--- src/rtl/alu_pipe.sv ---
// rtl/alu_pipe.sv - two-stage valid/ready ALU with NZCV flags and a chaining accumulator
//
// Purpose: S1 captures a command on the in_valid/in_ready handshake. The datapath
// evaluates the S1 contents, and S2 registers the result and flags whenever S1 advances.
// An internal accumulator (acc) and carry flag (cf) follow every S2 load. Multi-word
// arithmetic can therefore chain through use_acc and ADC without any forwarding.
//
// Ports:
//   clk, rst_n          clock, asynchronous active-low reset
//   in_valid, in_ready  command handshake
//   op[2:0]             000 ADD, 001 SUB, 010 AND, 011 OR, 100 XOR, 101 ADC, 110 SHL, 111 SHR
//   use_acc             replace operand A with the accumulator
//   a, b [WIDTH-1:0]    operands
//   acc_clr             clear acc and cf at the next edge (wins over an S2 load)
//   out_valid, out_ready result handshake
//   result [WIDTH-1:0]  result
//   flags[3:0]          {N, Z, C, V}
module alu_pipe #(
  parameter int WIDTH = 8
) (
  input  logic             clk,
  input  logic             rst_n,
  input  logic             in_valid,
  output logic             in_ready,
  input  logic [2:0]       op,
  input  logic             use_acc,
  input  logic [WIDTH-1:0] a,
  input  logic [WIDTH-1:0] b,
  input  logic             acc_clr,
  output logic             out_valid,
  input  logic             out_ready,
  output logic [WIDTH-1:0] result,
  output logic [3:0]       flags
);

  localparam logic [2:0] OP_ADD = 3'b000;
  localparam logic [2:0] OP_SUB = 3'b001;
  localparam logic [2:0] OP_AND = 3'b010;
  localparam logic [2:0] OP_OR  = 3'b011;
  localparam logic [2:0] OP_XOR = 3'b100;
  localparam logic [2:0] OP_ADC = 3'b101;
  localparam logic [2:0] OP_SHL = 3'b110;
  localparam logic [2:0] OP_SHR = 3'b111;

  logic             s1_valid_q, s1_valid_d;
  logic [2:0]       s1_op_q, s1_op_d;
  logic             s1_use_acc_q, s1_use_acc_d;
  logic [WIDTH-1:0] s1_a_q, s1_a_d;
  logic [WIDTH-1:0] s1_b_q, s1_b_d;

  logic             s2_valid_q, s2_valid_d;
  logic [WIDTH-1:0] s2_result_q, s2_result_d;
  logic [3:0]       s2_flags_q, s2_flags_d;

  logic [WIDTH-1:0] acc_q, acc_d;
  logic             cf_q, cf_d;

  logic             accept;
  logic             s2_load;
  logic [WIDTH-1:0] opa;
  logic [WIDTH:0]   sum;
  logic [WIDTH-1:0] alu_r;
  logic             alu_c;
  logic             alu_v;

  // S1 may move into S2 when S2 is empty or is being drained this cycle.
  assign s2_load  = s1_valid_q && (!s2_valid_q || out_ready);
  // Combinational from out_ready only; in_valid never feeds back into in_ready.
  assign in_ready = !s1_valid_q || s2_load;
  assign accept   = in_valid && in_ready;

  // Datapath on S1 contents. Reading acc_q here gives back-to-back chaining:
  // the previous command loaded acc at the same edge this one entered S1.
  always_comb begin
    opa   = s1_use_acc_q ? acc_q : s1_a_q;
    sum   = '0;
    alu_r = '0;
    alu_c = 1'b0;
    alu_v = 1'b0;
    case (s1_op_q)
      OP_ADD, OP_ADC: begin
        sum   = {1'b0, opa} + {1'b0, s1_b_q}
              + {{WIDTH{1'b0}}, (s1_op_q == OP_ADC) & cf_q};
        alu_r = sum[WIDTH-1:0];
        alu_c = sum[WIDTH];
        alu_v = (opa[WIDTH-1] == s1_b_q[WIDTH-1]) && (alu_r[WIDTH-1] != opa[WIDTH-1]);
      end
      OP_SUB: begin
        // Top bit of the widened difference is the borrow (A < B unsigned).
        sum   = {1'b0, opa} - {1'b0, s1_b_q};
        alu_r = sum[WIDTH-1:0];
        alu_c = sum[WIDTH];
        alu_v = (opa[WIDTH-1] != s1_b_q[WIDTH-1]) && (alu_r[WIDTH-1] != opa[WIDTH-1]);
      end
      OP_AND: alu_r = opa & s1_b_q;
      OP_OR:  alu_r = opa | s1_b_q;
      OP_XOR: alu_r = opa ^ s1_b_q;
      OP_SHL: begin
        alu_r = {opa[WIDTH-2:0], 1'b0};
        alu_c = opa[WIDTH-1];
      end
      OP_SHR: begin
        alu_r = {1'b0, opa[WIDTH-1:1]};
        alu_c = opa[0];
      end
      default: ;
    endcase
  end

  always_comb begin
    s1_valid_d   = s1_valid_q;
    s1_op_d      = s1_op_q;
    s1_use_acc_d = s1_use_acc_q;
    s1_a_d       = s1_a_q;
    s1_b_d       = s1_b_q;
    if (accept) begin
      s1_valid_d   = 1'b1;
      s1_op_d      = op;
      s1_use_acc_d = use_acc;
      s1_a_d       = a;
      s1_b_d       = b;
    end else if (s2_load) begin
      s1_valid_d = 1'b0;
    end
  end

  always_comb begin
    s2_valid_d  = s2_valid_q;
    s2_result_d = s2_result_q;
    s2_flags_d  = s2_flags_q;
    if (s2_load) begin
      s2_valid_d  = 1'b1;
      s2_result_d = alu_r;
      s2_flags_d  = {alu_r[WIDTH-1], (alu_r == '0), alu_c, alu_v};
    end else if (out_ready) begin
      s2_valid_d = 1'b0;
    end
  end

  // Clear takes priority over the load so a software clear is never lost.
  always_comb begin
    acc_d = acc_q;
    cf_d  = cf_q;
    if (acc_clr) begin
      acc_d = '0;
      cf_d  = 1'b0;
    end else if (s2_load) begin
      acc_d = alu_r;
      cf_d  = alu_c;
    end
  end

  always_ff @(posedge clk or negedge rst_n) begin
    if (!rst_n) begin
      s1_valid_q   <= 1'b0;
      s1_op_q      <= '0;
      s1_use_acc_q <= 1'b0;
      s1_a_q       <= '0;
      s1_b_q       <= '0;
      s2_valid_q   <= 1'b0;
      s2_result_q  <= '0;
      s2_flags_q   <= '0;
      acc_q        <= '0;
      cf_q         <= 1'b0;
    end else begin
      s1_valid_q   <= s1_valid_d;
      s1_op_q      <= s1_op_d;
      s1_use_acc_q <= s1_use_acc_d;
      s1_a_q       <= s1_a_d;
      s1_b_q       <= s1_b_d;
      s2_valid_q   <= s2_valid_d;
      s2_result_q  <= s2_result_d;
      s2_flags_q   <= s2_flags_d;
      acc_q        <= acc_d;
      cf_q         <= cf_d;
    end
  end

  assign out_valid = s2_valid_q;
  assign result    = s2_result_q;
  assign flags     = s2_flags_q;

endmodule

--- config.mk ---
export PLATFORM = sky130hd
export DESIGN_NAME = alu_pipe
export DESIGN_NICKNAME = d
export VERILOG_FILES = /design/src/rtl/alu_pipe.sv
export SDC_FILE = /design/constraint.sdc
export NUM_CORES = 1
export LEC_CHECK = 0
export BUFFER_PORTS_ARGS = -buffer_cell sky130_fd_sc_hd__buf_4
export CORE_ASPECT_RATIO = 1.5
export CORE_MARGIN = 2
export CORE_UTILIZATION = 63
export CTS_CLUSTER_DIAMETER = 30
export DETAILED_ROUTE_END_ITERATION = 12
export GPL_TIMING_DRIVEN = 0
export PLACE_DENSITY = 0.88
export SLEW_MARGIN = 10
export SYNTH_ARGS = -nofsm -noshare
export SYNTH_HDL_FRONTEND = slang
export SYNTH_SLANG_ARGS = --single-unit
--- constraint.sdc ---
create_clock -name clk -period 4.3 [get_ports clk]
set_clock_uncertainty 0.15 [all_clocks]
set_input_delay 0.215 -clock clk [delete_from_list [all_inputs] [get_ports clk]]
set_output_delay 0.215 -clock clk [all_outputs]
set_load 0.01 [all_outputs]
==> impl_metrics.xml, run 1 <==
<?xml version="1.0" encoding="UTF-8"?>
<metrics>
  <group name="logic_synthesis">
    <metric name="ys.warnings.count" unit="">0</metric>
    <metric name="syn-instance-count" unit="">340</metric>
    <metric name="postSynthAreaPerCell" unit="µm²">9.377</metric>
    <metric name="synth.most_common_cell" unit="">sky130_fd_sc_hd__nand2_1</metric>
    <metric name="synth_top_flop_cell" unit="">sky130_fd_sc_hd__dfrtp_1</metric>
    <metric name="synth_area_in_compound_gates" unit="">0.1480</metric>
    <metric name="synth_area_leaders" unit="">sky130_fd_sc_hd__dfrtp_1 33%, sky130_fd_sc_hd__ha_1 11%, sky130_fd_sc_hd__mux2_2 7.4%</metric>
    <metric name="post-synth-top-area-fraction" unit="">0.3297</metric>
    <metric name="synth.distinct_cells" unit="">55</metric>
    <metric name="synthXorXnorAreaFrac" unit="">0.02198</metric>
    <metric name="synthDominantAreaCellType" unit="">sky130_fd_sc_hd__dfrtp_1</metric>
    <metric name="proportion_of_synthesized_flip_flops_having_asynchronous_set_or_reset" unit="">1.000</metric>
    <metric name="share_of_synthesized_cell_area_in_and_or_nand_and_nor_gates" unit="">0.1625</metric>
    <metric name="synth.mux.area_fraction" unit="">0.1480</metric>
    <metric name="synthTopCellsByCount" unit="">44 x sky130_fd_sc_hd__nand2_1, 42 x sky130_fd_sc_hd__dfrtp_1, 29 x sky130_fd_sc_hd__ha_1, 25 x sky130_fd_sc_hd__inv_1, 21 x sky130_fd_sc_hd__mux2_2</metric>
    <metric name="main_combinational_cell_family_by_area_after_synthesis" unit="">simple AND/OR/NAND/NOR gates</metric>
    <metric name="syn_area" unit="µm²">3188</metric>
    <metric name="synth_enable_flop_cells" unit="">0</metric>
    <metric name="synth_sequential_area_ratio" unit="">0.3297</metric>
    <metric name="synth-adder-area-share" unit="">0.1327</metric>
    <metric name="mappedNetlistNets" unit="">397</metric>
    <metric name="register_bit_total_from_synthesis" unit="">42</metric>
  </group>
  <group name="cts">
    <metric name="tritoncts_num_sinks" unit="">42</metric>
    <metric name="cts-buffers-inserted" unit="">5</metric>
    <metric name="post_cts_buffers" unit="">0</metric>
    <metric name="cts_root_buffer" unit="">sky130_fd_sc_hd__clkbuf_8</metric>
    <metric name="cts.reportedPaths.clkPinSlew" unit="ns">0.09</metric>
    <metric name="clk-insertion-delay-late" unit="ns">0.30</metric>
    <metric name="cts-hold-fix-buffers" unit="">15</metric>
    <metric name="cts.repair.resized" unit="">0</metric>
    <metric name="h-tree-depth" unit="">2</metric>
    <metric name="tritoncts" unit="">yes</metric>
    <metric name="ctsLongestPathBuffers" unit="">2</metric>
  </group>
  <group name="timing">
    <metric name="timing_hold_violations_final" unit="">1</metric>
    <metric name="setup_violations" unit="">0</metric>
    <metric name="post-route-period-util" unit="">0.8255</metric>
    <metric name="timing_worst_slew_pin_value" unit="ns">0.7372</metric>
    <metric name="period_minus_slack" unit="ns">3.550</metric>
    <metric name="max_freq" unit="MHz">281.7</metric>
    <metric name="slew-limit-headroom" unit="">0.5075</metric>
    <metric name="slew_viol_final" unit="">0</metric>
    <metric name="grt_setup_unrepaired" unit="">no</metric>
    <metric name="whs" unit="ns">-0.005610</metric>
    <metric name="finalSetupTns" unit="ns">0</metric>
  </group>
  <group name="placement">
    <metric name="port_buffers" unit="">37</metric>
    <metric name="dp_hpwl" unit="µm">6173</metric>
    <metric name="place_congestion" unit="">0.9538</metric>
  </group>
  <group name="detailed_routing">
    <metric name="violation_count_after_the_first_detailed_routing_iteration" unit="">206</metric>
    <metric name="routed_wirelength" unit="µm">8585</metric>
    <metric name="drtPass1Iterations" unit="">5</metric>
    <metric name="drt.antenna.violating_nets" unit="">0</metric>
    <metric name="post_drt_via_cell_ratio" unit="">6.056</metric>
    <metric name="drt-wirelength-per-cell" unit="µm">18.34</metric>
    <metric name="drc" unit="">0</metric>
    <metric name="route.vias.total" unit="">2834</metric>
  </group>
  <group name="power">
    <metric name="p_seq_frac" unit="">0.304</metric>
    <metric name="power.leakage" unit="nW">1.820</metric>
    <metric name="peakVddDrop" unit="mV">0.3134</metric>
    <metric name="switching_share" unit="">0.4119</metric>
    <metric name="pwr-share-clk" unit="">0.183</metric>
    <metric name="cellInternalPower" unit="mW">1.042</metric>
    <metric name="power_density" unit="nW/µm²">462.6</metric>
    <metric name="p_total" unit="mW">1.771</metric>
    <metric name="power_switching" unit="µW">729.6</metric>
    <metric name="share_comb_of_total_power" unit="">0.513</metric>
  </group>
  <group name="grt">
    <metric name="via_count_of_the_first_global_routing_pass" unit="">2898</metric>
    <metric name="gr_met3_demand_resource" unit="">0.05413</metric>
    <metric name="grt_met2_use" unit="">0.5382</metric>
    <metric name="first_pass_grt_wire_length" unit="µm">13730</metric>
    <metric name="initial_antenna_violation_count" unit="">0</metric>
    <metric name="grt.total_usage" unit="">0.3250</metric>
    <metric name="globalRouteMet1Util" unit="">0.3895</metric>
    <metric name="grt_remaining_overflow" unit="">0</metric>
    <metric name="busiest_layer" unit="">met2</metric>
    <metric name="largest_net_degree_at_the_start_of_global_routing" unit="">43</metric>
  </group>
  <group name="critical_path">
    <metric name="crit_arrival" unit="ns">3.59</metric>
    <metric name="cp_data_required_time" unit="ns">4.34</metric>
    <metric name="cp-start-kind" unit="">flop</metric>
    <metric name="criticalPathCategory" unit="">reg2reg</metric>
    <metric name="critical_path.endpoint_type" unit="">flop</metric>
    <metric name="timing.critical_path.fanout_max" unit="">10</metric>
  </group>
  <group name="job">
    <metric name="max_cap_violations" unit="">0</metric>
  </group>
  <group name="finish">
    <metric name="antenna_cells_inserted" unit="">0</metric>
    <metric name="post_route_cells_drive_above_1_share" unit="">0.2114</metric>
    <metric name="multi_input_area" unit="µm²">1954</metric>
    <metric name="fillerInstances" unit="">318</metric>
    <metric name="final_nets" unit="">458</metric>
    <metric name="ff_latch_area" unit="µm²">1051</metric>
    <metric name="area_overhead_vs_synth" unit="%">20.09</metric>
  </group>
  <group name="run_status">
    <metric name="outcome" unit="">finished, violations left</metric>
    <metric name="violations" unit="">negative hold slack</metric>
  </group>
  <group name="floorplan">
    <metric name="floorplan.initialDensity" unit="">0.6575</metric>
    <metric name="fp.dieW" unit="µm">62.08</metric>
    <metric name="core_area" unit="µm²">4848</metric>
    <metric name="dieArea" unit="µm²">5657</metric>
    <metric name="dieHeight" unit="µm">91.13</metric>
    <metric name="io_pins" unit="">39</metric>
    <metric name="fp-row-count" unit="">31</metric>
  </group>
  <group name="hold_path">
    <metric name="worst_hold_path_type" unit="">in2reg</metric>
  </group>
</metrics>
==> metrics by stage <==
step | utilization | setup WS, ns | instances | cell area, µm²
after detailed placement | 0.7319 | 0.8677 | 443 | 3548
after global routing | 0.7897 | 0.5134 | 468 | 3829
after global placement | 0.7319 | 0.8958 | 443 | 3548
final | 0.7897 | 0.7502 | 468 | 3829
after CTS | 0.7855 | 0.8352 | 466 | 3809
after floorplan | - | 1.348 | 340 | 3188
==> area by class of cell <==
type	count	area share
Buffer	17	0.02222
Multi-Input combinational cell	255	0.5105
Timing Repair Buffer	54	0.1170
Clock inverter	2	0.009804
Sequential cell	42	0.2745
Clock buffer	6	0.01895
Inverter	26	0.02549
Tap cell	66	0.02157
==> power groups by stage <==
stage          clock network [mW]  logic (mW)  registers (mW)
2_1_floorplan                   0       0.591           0.546
3_3_place_gp                    0       0.834           0.538
3_5_place_dp                    0       0.857           0.544
4_1_cts                     0.322       0.882           0.536
5_1_grt                     0.335       0.986           0.546
6_report                    0.324       0.908           0.539
==> per-layer routing <==
metal / routed length, µm / part of all wire
met1: 3216 / 0.37
met2: 4513 / 0.53
met3: 510 / 0.059
met4: 345 / 0.040
met5: 0 / 0
==> cell usage in the layout, fill, tap and decap left out, drive strengths merged, types with 4 or more instances in the layout <==
| cell | instances |
|---|---|
| nand3 | 4 |
| nor3 | 5 |
| mux2 | 21 |
| inv | 25 |
| or3 | 4 |
| ha | 29 |
| buf | 46 |
| xnor2 | 5 |
| nor2b | 7 |
| nor2 | 20 |
| dlygate4sd3 | 17 |
| a21oi | 20 |
| dfrtp | 42 |
| o211ai | 4 |
| o21ai | 16 |
| mux2i | 10 |
| nand2b | 10 |
| nand2 | 44 |
| mux4 | 6 |
| clkbuf | 14 |
==> state kept, by name, summed over array words and instances (netlist names) <==
| register | count |
|---|---|
| out_valid | 1 |
| s1_b_q | 8 |
| result | 8 |
| s1_a_q | 8 |
| s1_valid_q | 1 |
| cf_q | 1 |
| s1_op_q | 3 |
| flags | 3 |
| acc_q | 8 |
| s1_use_acc_q | 1 |
==> critical path, stage by stage (launching register included) <==
cell and delay [ns]:
sky130_fd_sc_hd__dfrtp_1 0.36, sky130_fd_sc_hd__buf_6 0.14, sky130_fd_sc_hd__buf_4 0.22, sky130_fd_sc_hd__mux2i_1 0.31
sky130_fd_sc_hd__inv_1 0.11, sky130_fd_sc_hd__ha_1 0.31, sky130_fd_sc_hd__clkbuf_1 0.33, sky130_fd_sc_hd__nor2_1 0.15
sky130_fd_sc_hd__nand2_1 0.10, sky130_fd_sc_hd__o311ai_0 0.18, sky130_fd_sc_hd__or3_1 0.35, sky130_fd_sc_hd__a32oi_1 0.36
sky130_fd_sc_hd__nor3_2 0.09, sky130_fd_sc_hd__a32o_2 0.27
==> path summary, 6_finish.rpt <==
check                                    startpoint                     to  slack [ns]  depth (start not counted)
max                        s1_use_acc_q$_DFFE_PN0P_   flags[2]$_DFFE_PN0P_        0.75                         13
min                                            b[0]  s1_b_q[0]$_DFFE_PN0P_      -0.006                          2
max reg2reg                s1_use_acc_q$_DFFE_PN0P_   flags[2]$_DFFE_PN0P_        0.75                         13
min reg2reg                   result[6]$_DFFE_PN0P_  result[6]$_DFFE_PN0P_        0.33                          2
max in group asynchronous                     rst_n  s1_b_q[7]$_DFFE_PN0P_        3.36                          2
min in group asynchronous                     rst_n  s1_b_q[3]$_DFFE_PN0P_        0.27                          2
==> logic make-up after synthesis <==
logic type,count (synthesis)
DFF,42
muxes,37
xor gates and xnor gates,8
buffers and inverters,43
and+or+nand+nor,107
AOI/OAI and AO/OA,71
adders and majority gates,32
Power figures use the tool's default switching activity.
==> inputs of run 2 (changes only) <==
--- a/config.mk
+++ b/config.mk
@@ -8,11 +8,11 @@
 export BUFFER_PORTS_ARGS = -buffer_cell sky130_fd_sc_hd__buf_4
 export CORE_ASPECT_RATIO = 1.5
 export CORE_MARGIN = 2
-export CORE_UTILIZATION = 63
+export CORE_UTILIZATION = 53
 export CTS_CLUSTER_DIAMETER = 30
 export DETAILED_ROUTE_END_ITERATION = 12
 export GPL_TIMING_DRIVEN = 0
-export PLACE_DENSITY = 0.88
+export PLACE_DENSITY = 0.79
 export SLEW_MARGIN = 10
 export SYNTH_ARGS = -nofsm -noshare
 export SYNTH_HDL_FRONTEND = slang
==> constraint.sdc (replaced) <==
create_clock -name clk -period 3.2 [get_ports clk]
set_clock_uncertainty 0.15 [all_clocks]
set_input_delay 0.16 -clock clk [delete_from_list [all_inputs] [get_ports clk]]
set_output_delay 0.16 -clock clk [all_outputs]
set_load 0.01 [all_outputs]
==> impl_metrics.xml, run 2 (same netlist as run 1, synthesis figures left out) <==
<?xml version="1.0" encoding="UTF-8"?>
<metrics>
  <group name="placement">
    <metric name="placed_area" unit="µm²">3556</metric>
    <metric name="dp_hpwl" unit="µm">6242</metric>
    <metric name="post-place-cells" unit="">449</metric>
    <metric name="port_buffers" unit="">37</metric>
    <metric name="place_congestion" unit="">0.9607</metric>
    <metric name="detailedPlace.worstSlack" unit="ns">-0.2287</metric>
  </group>
  <group name="critical_path">
    <metric name="cp_data_required_time" unit="ns">3.24</metric>
    <metric name="family_with_the_most_delay_on_the_worst_path" unit="">compound AO/OA/AOI/OAI gates</metric>
    <metric name="cpPeakStageDelay" unit="ns">0.44</metric>
    <metric name="crit_arrival" unit="ns">3.13</metric>
    <metric name="critical_path.endpoint_type" unit="">flop</metric>
    <metric name="criticalPathCategory" unit="">reg2reg</metric>
    <metric name="timing.critical_path.fanout_max" unit="">15</metric>
    <metric name="crit_chain" unit="">buf_8 -&gt; mux2i_4 -&gt; ha_1 -&gt; fa_1 -&gt; a221oi_1 -&gt; a221oi_2 -&gt; nor2_1 -&gt; or3_1 -&gt; nor3_2 -&gt; a32o_2</metric>
    <metric name="cp-start-kind" unit="">flop</metric>
    <metric name="critical_path_cell_count" unit="">10</metric>
    <metric name="slowest_stage_cell_cp" unit="">sky130_fd_sc_hd__fa_1</metric>
    <metric name="cp.buffers_inverters" unit="">1</metric>
    <metric name="reg2reg_depth" unit="">10</metric>
  </group>
  <group name="floorplan">
    <metric name="dieArea" unit="µm²">6665</metric>
    <metric name="core_area" unit="µm²">5828</metric>
    <metric name="fp-row-count" unit="">34</metric>
    <metric name="fp.dieW" unit="µm">67.33</metric>
    <metric name="io_pins" unit="">39</metric>
    <metric name="dieHeight" unit="µm">98.99</metric>
    <metric name="floorplan.initialDensity" unit="">0.5470</metric>
  </group>
  <group name="detailed_routing">
    <metric name="drtPass1Iterations" unit="">5</metric>
    <metric name="route.vias.total" unit="">2815</metric>
    <metric name="drc" unit="">0</metric>
    <metric name="routed_wirelength" unit="µm">8435</metric>
    <metric name="violation_count_after_the_first_detailed_routing_iteration" unit="">191</metric>
    <metric name="drt-wirelength-per-cell" unit="µm">17.68</metric>
    <metric name="post_drt_via_cell_ratio" unit="">5.901</metric>
    <metric name="drt.antenna.violating_nets" unit="">0</metric>
  </group>
  <group name="finish">
    <metric name="mostFrequentLayoutCell" unit="">sky130_fd_sc_hd__nand2_1</metric>
    <metric name="final_nets" unit="">461</metric>
    <metric name="final_cell_count_no_fill" unit="">477</metric>
    <metric name="post_route_cells_drive_above_1_share" unit="">0.2346</metric>
    <metric name="mostFrequentLayoutCells" unit="">44 x sky130_fd_sc_hd__nand2_1, 42 x sky130_fd_sc_hd__dfrtp_1, 39 x sky130_fd_sc_hd__buf_4, 29 x sky130_fd_sc_hd__ha_1, 25 x sky130_fd_sc_hd__inv_1</metric>
    <metric name="area_overhead_vs_synth" unit="%">23.70</metric>
    <metric name="antenna_cells_inserted" unit="">0</metric>
    <metric name="final_cell_area_excluding_filler_cells" unit="µm²">3944</metric>
  </group>
  <group name="cts">
    <metric name="cts_root_buffer" unit="">sky130_fd_sc_hd__clkbuf_8</metric>
    <metric name="ctsLongestPathBuffers" unit="">2</metric>
    <metric name="clk-insertion-delay-late" unit="ns">0.30</metric>
    <metric name="cts-buffers-inserted" unit="">5</metric>
    <metric name="tritoncts_num_sinks" unit="">42</metric>
    <metric name="h-tree-depth" unit="">2</metric>
    <metric name="cts.reportedPaths.clkPinSlew" unit="ns">0.09</metric>
    <metric name="tritoncts" unit="">yes</metric>
  </group>
  <group name="timing">
    <metric name="slew_viol_final" unit="">0</metric>
    <metric name="finalSetupTns" unit="ns">0</metric>
    <metric name="timing_hold_violations_final" unit="">0</metric>
    <metric name="grt_setup_unrepaired" unit="">no</metric>
    <metric name="setup_violations" unit="">0</metric>
    <metric name="max_freq" unit="MHz">323.3</metric>
    <metric name="period_minus_slack" unit="ns">3.093</metric>
    <metric name="post-route-worst-setup-slack" unit="ns">0.1067</metric>
    <metric name="whs" unit="ns">0.02088</metric>
    <metric name="post-route-period-util" unit="">0.9667</metric>
    <metric name="slew-limit-headroom" unit="">0.4764</metric>
    <metric name="timing_worst_slew_pin_value" unit="ns">0.7837</metric>
  </group>
  <group name="run_status">
    <metric name="outcome" unit="">finished, final reports clean</metric>
  </group>
  <group name="hold_path">
    <metric name="worst_hold_path_type" unit="">in2reg</metric>
    <metric name="hold-path-cell-count" unit="">3</metric>
  </group>
  <group name="grt">
    <metric name="grt_remaining_overflow" unit="">0</metric>
    <metric name="first_pass_grt_wire_length" unit="µm">13880</metric>
    <metric name="largest_net_degree_at_the_start_of_global_routing" unit="">43</metric>
    <metric name="grt.total_usage" unit="">0.2770</metric>
    <metric name="initial_antenna_violation_count" unit="">0</metric>
    <metric name="via_count_of_the_first_global_routing_pass" unit="">2834</metric>
  </group>
  <group name="power">
    <metric name="power.leakage" unit="nW">1.837</metric>
    <metric name="peakVddDrop" unit="mV">0.5138</metric>
    <metric name="power_density" unit="nW/µm²">597.6</metric>
  </group>
  <group name="job">
    <metric name="max_cap_violations" unit="">0</metric>
  </group>
</metrics>
run 2: routing by layer:
metal / up-vias / wire (µm) / track usage
li1: 1317 / - / -
met1: 1361 / 3235 / 0.3308
met2: 114 / 4571 / 0.4981
met3: 23 / 442 / 0.03539
met4: 0 / 186 / 0.09262
met5: - / 0 / 0
run 2: worst paths after layout:
kind	slack [ns]	end	from
max in group asynchronous	2.26	s1_a_q[7]$_DFFE_PN0P_	rst_n
worst min-delay path	0.02	out_valid$_DFFE_PN0P_	out_ready
worst max register to register	0.11	flags[2]$_DFFE_PN0P_	s1_use_acc_q$_DFFE_PN0P_
worst max-delay path	0.11	flags[2]$_DFFE_PN0P_	s1_use_acc_q$_DFFE_PN0P_
worst min register to register	0.34	result[1]$_DFFE_PN0P_	result[1]$_DFFE_PN0P_
min in group asynchronous	0.26	s1_valid_q$_DFFE_PN0P_	rst_n
run 2: cell type report:
cell class                 count  area, µm²
clock inverter                 2      16.27
multi-input combinational    255       2018
sequential                    42       1051
fill                         455       1884
tap                           72      90.09
buffer                        14      82.58
timing repair buffer          60      505.5
clock buffer                   6      82.58
inverter                      26      97.59
run 2: what timing repair did:
action | in CTS | in global routing
endpoints found under the setup margin | 7 | 9
gates resized for setup | 10 | 11
hold buffers | 22 | 0
hold endpoints to repair | 63 | 0
pin swaps | 0 | 0
buffers inserted | 0 | 1
run 2: stage by stage:
step | util | total power, mW
6_report | 0.6767 | 2.357
5_1_grt | 0.6767 | 2.522
4_1_cts | 0.6702 | 2.319
3_5_place_dp | 0.6101 | 1.882
3_3_place_gp | 0.6101 | 1.854
2_1_floorplan | - | 1.528
run 2: worst register-to-register path: stages, from the launching register on:
cell and delay (ns):
sky130_fd_sc_hd__dfrtp_1 0.39, sky130_fd_sc_hd__buf_8 0.22, sky130_fd_sc_hd__mux2i_4 0.35, sky130_fd_sc_hd__ha_1 0.25, sky130_fd_sc_hd__fa_1 0.44, sky130_fd_sc_hd__a221oi_1 0.41, sky130_fd_sc_hd__a221oi_2 0.06, sky130_fd_sc_hd__nor2_1 0.22
sky130_fd_sc_hd__or3_1 0.17, sky130_fd_sc_hd__nor3_2 0.05, sky130_fd_sc_hd__a32o_2 0.27
run 2: where the power goes:
part | internal (mW) | leakage (nW) | total, mW | switching [mW]
logic | 0.560 | 1.28 | 1.24 | 0.685
registers | 0.638 | 0.514 | 0.730 | 0.0918
clock network | 0.178 | 0.0478 | 0.382 | 0.205
total | 1.38 | 1.84 | 2.36 | 0.981
==> inputs of run 3 (changes only) <==
--- a/config.mk
+++ b/config.mk
@@ -8,11 +8,13 @@
 export BUFFER_PORTS_ARGS = -buffer_cell sky130_fd_sc_hd__buf_4
 export CORE_ASPECT_RATIO = 1.5
 export CORE_MARGIN = 2
-export CORE_UTILIZATION = 53
+export CORE_UTILIZATION = 30
 export CTS_CLUSTER_DIAMETER = 30
 export DETAILED_ROUTE_END_ITERATION = 12
 export GPL_TIMING_DRIVEN = 0
-export PLACE_DENSITY = 0.79
+export PLACE_DENSITY = 0.5
+export SETUP_SLACK_MARGIN = 0.02
+export SKIP_LAST_GASP = 1
 export SLEW_MARGIN = 10
 export SYNTH_ARGS = -nofsm -noshare
 export SYNTH_HDL_FRONTEND = slang
==> impl_metrics.xml, run 3 (same netlist as run 1, synthesis figures left out) <==
<?xml version="1.0" encoding="UTF-8"?>
<metrics>
  <group name="floorplan">
    <metric name="fp.dieW" unit="µm">88.17</metric>
    <metric name="core_area" unit="µm²">10480</metric>
    <metric name="dieHeight" unit="µm">130.3</metric>
    <metric name="io_pins" unit="">39</metric>
    <metric name="dieArea" unit="µm²">11480</metric>
    <metric name="fp-row-count" unit="">46</metric>
    <metric name="floorplan.initialDensity" unit="">0.3043</metric>
  </group>
  <group name="detailed_routing">
    <metric name="violation_count_after_the_first_detailed_routing_iteration" unit="">185</metric>
    <metric name="drt.antenna.violating_nets" unit="">0</metric>
    <metric name="drtPass1Iterations" unit="">4</metric>
    <metric name="post_drt_via_cell_ratio" unit="">4.936</metric>
    <metric name="routed_wirelength" unit="µm">9630</metric>
    <metric name="drt-wirelength-per-cell" unit="µm">17.20</metric>
    <metric name="drc" unit="">0</metric>
    <metric name="route.vias.total" unit="">2764</metric>
  </group>
  <group name="critical_path">
    <metric name="criticalPathCategory" unit="">reg2reg</metric>
    <metric name="timing.critical_path.fanout_max" unit="">7</metric>
    <metric name="cp-start-kind" unit="">flop</metric>
    <metric name="slowest_stage_cell_cp" unit="">sky130_fd_sc_hd__fa_2</metric>
    <metric name="crit_arrival" unit="ns">3.16</metric>
    <metric name="r2r_setup_slack" unit="ns">0.13</metric>
    <metric name="cpPeakStageDelay" unit="ns">0.54</metric>
    <metric name="rr_startpoint" unit="">s1_use_acc_q$_DFFE_PN0P_</metric>
    <metric name="timing.critical_path.mode_cell" unit="">sky130_fd_sc_hd__a221oi_2</metric>
    <metric name="cp_data_required_time" unit="ns">3.29</metric>
    <metric name="crit_chain" unit="">buf_6 -&gt; buf_12 -&gt; mux2i_4 -&gt; ha_1 -&gt; fa_2 -&gt; a221oi_2 -&gt; a221oi_2 -&gt; nor2_1 -&gt; or3_4 -&gt; nor3_4 -&gt; a32o_2</metric>
    <metric name="r2r_end" unit="">flags[2]$_DFFE_PN0P_</metric>
    <metric name="reg2reg_depth" unit="">11</metric>
    <metric name="critical_path.endpoint_type" unit="">flop</metric>
  </group>
  <group name="job">
    <metric name="max_cap_violations" unit="">0</metric>
  </group>
  <group name="cts">
    <metric name="cts.reportedPaths.clkPinSlew" unit="ns">0.07</metric>
    <metric name="cts_root_buffer" unit="">sky130_fd_sc_hd__clkbuf_16</metric>
    <metric name="tritoncts_num_sinks" unit="">42</metric>
    <metric name="cts-buffers-inserted" unit="">5</metric>
    <metric name="tritoncts" unit="">yes</metric>
    <metric name="clk-insertion-delay-late" unit="ns">0.29</metric>
    <metric name="h-tree-depth" unit="">2</metric>
    <metric name="ctsLongestPathBuffers" unit="">2</metric>
  </group>
  <group name="grt">
    <metric name="largest_net_degree_at_the_start_of_global_routing" unit="">43</metric>
    <metric name="initial_antenna_violation_count" unit="">0</metric>
    <metric name="first_pass_grt_wire_length" unit="µm">15440</metric>
    <metric name="grt.total_usage" unit="">0.1793</metric>
    <metric name="via_count_of_the_first_global_routing_pass" unit="">2817</metric>
    <metric name="grt_remaining_overflow" unit="">0</metric>
  </group>
  <group name="hold_path">
    <metric name="worst_hold_path_type" unit="">in2reg</metric>
    <metric name="hold_path_end" unit="">out_valid$_DFFE_PN0P_</metric>
    <metric name="timing.hold.worst.start" unit="">out_ready</metric>
    <metric name="hold-path-cell-count" unit="">3</metric>
  </group>
  <group name="finish">
    <metric name="multi_input_area" unit="µm²">2102</metric>
    <metric name="final_cell_area_excluding_filler_cells" unit="µm²">4308</metric>
    <metric name="mostFrequentLayoutCell" unit="">sky130_fd_sc_hd__buf_4</metric>
    <metric name="area_overhead_vs_synth" unit="%">35.13</metric>
    <metric name="post_route_cells_drive_above_1_share" unit="">0.2861</metric>
    <metric name="final_cell_count_no_fill" unit="">560</metric>
    <metric name="ff_latch_area" unit="µm²">1051</metric>
    <metric name="fillerInstances" unit="">1093</metric>
    <metric name="antenna_cells_inserted" unit="">0</metric>
    <metric name="final_nets" unit="">472</metric>
    <metric name="mostFrequentLayoutCells" unit="">45 x sky130_fd_sc_hd__buf_4, 44 x sky130_fd_sc_hd__nand2_1, 42 x sky130_fd_sc_hd__dfrtp_1, 28 x sky130_fd_sc_hd__ha_1, 25 x sky130_fd_sc_hd__inv_1</metric>
  </group>
  <group name="run_status">
    <metric name="outcome" unit="">finished, final reports clean</metric>
  </group>
  <group name="placement">
    <metric name="post-place-cells" unit="">521</metric>
    <metric name="placed_area" unit="µm²">3646</metric>
    <metric name="place_congestion" unit="">0.8788</metric>
    <metric name="dp_hpwl" unit="µm">7216</metric>
    <metric name="port_buffers" unit="">37</metric>
  </group>
  <group name="timing">
    <metric name="finalSetupTns" unit="ns">0</metric>
    <metric name="post-route-period-util" unit="">0.9608</metric>
    <metric name="grt_setup_unrepaired" unit="">no</metric>
    <metric name="period_minus_slack" unit="ns">3.075</metric>
    <metric name="timing_hold_violations_final" unit="">0</metric>
    <metric name="slew_viol_final" unit="">0</metric>
    <metric name="max_freq" unit="MHz">325.2</metric>
    <metric name="timing_worst_slew_pin_value" unit="ns">0.8013</metric>
    <metric name="setup_violations" unit="">0</metric>
    <metric name="slew-limit-headroom" unit="">0.4646</metric>
  </group>
  <group name="power">
    <metric name="p_total" unit="mW">2.687</metric>
    <metric name="peakVddDrop" unit="mV">0.3150</metric>
    <metric name="power_density" unit="nW/µm²">623.8</metric>
    <metric name="power.leakage" unit="nW">1.957</metric>
  </group>
</metrics>
==> run 3: metrics by stage <==
stage	setup slack (ns)	util	hold WS [ns]
2_1_floorplan	0.2480	-	-0.2856
3_3_place_gp	-0.3316	0.3481	0.04709
3_5_place_dp	-0.3509	0.3481	0.04803
4_1_cts	0.03443	0.3925	0.03108
5_1_grt	0.01680	0.4113	0.04658
6_report	0.1253	0.4113	0.03015
==> run 3: area by class of cell <==
type	instances	share of cell area
Clock inverter	3	0.006390
Timing Repair Buffer	68	0.1383
Multi-Input combinational cell	255	0.4879
Clock buffer	5	0.02904
Sequential cell	42	0.2440
Tap cell	144	0.04182
Inverter	26	0.02265
Buffer	17	0.02992
==> run 3: worst max-delay path by stage <==
stage | startpoint | to | slack (ns) | cells past startpoint
global placement | s1_use_acc_q$_DFFE_PN0P_ | flags[2]$_DFFE_PN0P_ | -0.33 | 13
global route | s1_use_acc_q$_DFFE_PN0P_ | flags[2]$_DFFE_PN0P_ | 0.02 | 13
CTS | s1_use_acc_q$_DFFE_PN0P_ | flags[2]$_DFFE_PN0P_ | 0.03 | 12
detailed placement | s1_use_acc_q$_DFFE_PN0P_ | flags[2]$_DFFE_PN0P_ | -0.35 | 13
finish | s1_use_acc_q$_DFFE_PN0P_ | flags[2]$_DFFE_PN0P_ | 0.13 | 11
floorplan | s1_use_acc_q$_DFFE_PN0P_ | flags[2]$_DFFE_PN0P_ | 0.25 | 13
==> run 3: report_power, final <==
| group | switching (mW) | internal (mW) | leakage [nW] |
|---|---|---|---|
| Clock | 0.249 | 0.298 | 0.0723 |
| Sequential | 0.0954 | 0.639 | 0.514 |
| Combinational | 0.751 | 0.656 | 1.37 |
| Total | 1.09 | 1.59 | 1.96 |
==> run 3: timing repair <==
action | in CTS | in global routing
hold buffers | 22 | 0
endpoints found under the setup margin | 12 | 11
resized for setup | 21 | 28
gates cloned | 0 | 1
endpoints found under the hold margin | 63 | 0
setup buffers | 0 | 8
pin swaps | 3 | 5
==> run 3: per-layer routing <==
layer,share of wire,track usage,vias up,wire [µm]
met5,0,0,-,0
met4,0.030,0.06417,0,290
met3,0.029,0.02783,17,276
met2,0.53,0.3238,55,5110
met1,0.41,0.2115,1351,3952
li1,-,-,1341,-
==> run 3: critical path: cells and delay by family, from the launching register on <==
kind | cells | cell delay (ns)
compound gates | 3 | 0.48
fa+ha+maj | 2 | 0.78
buf+inv | 2 | 0.30
flops | 1 | 0.38
mux | 1 | 0.21
simple gates | 3 | 0.71
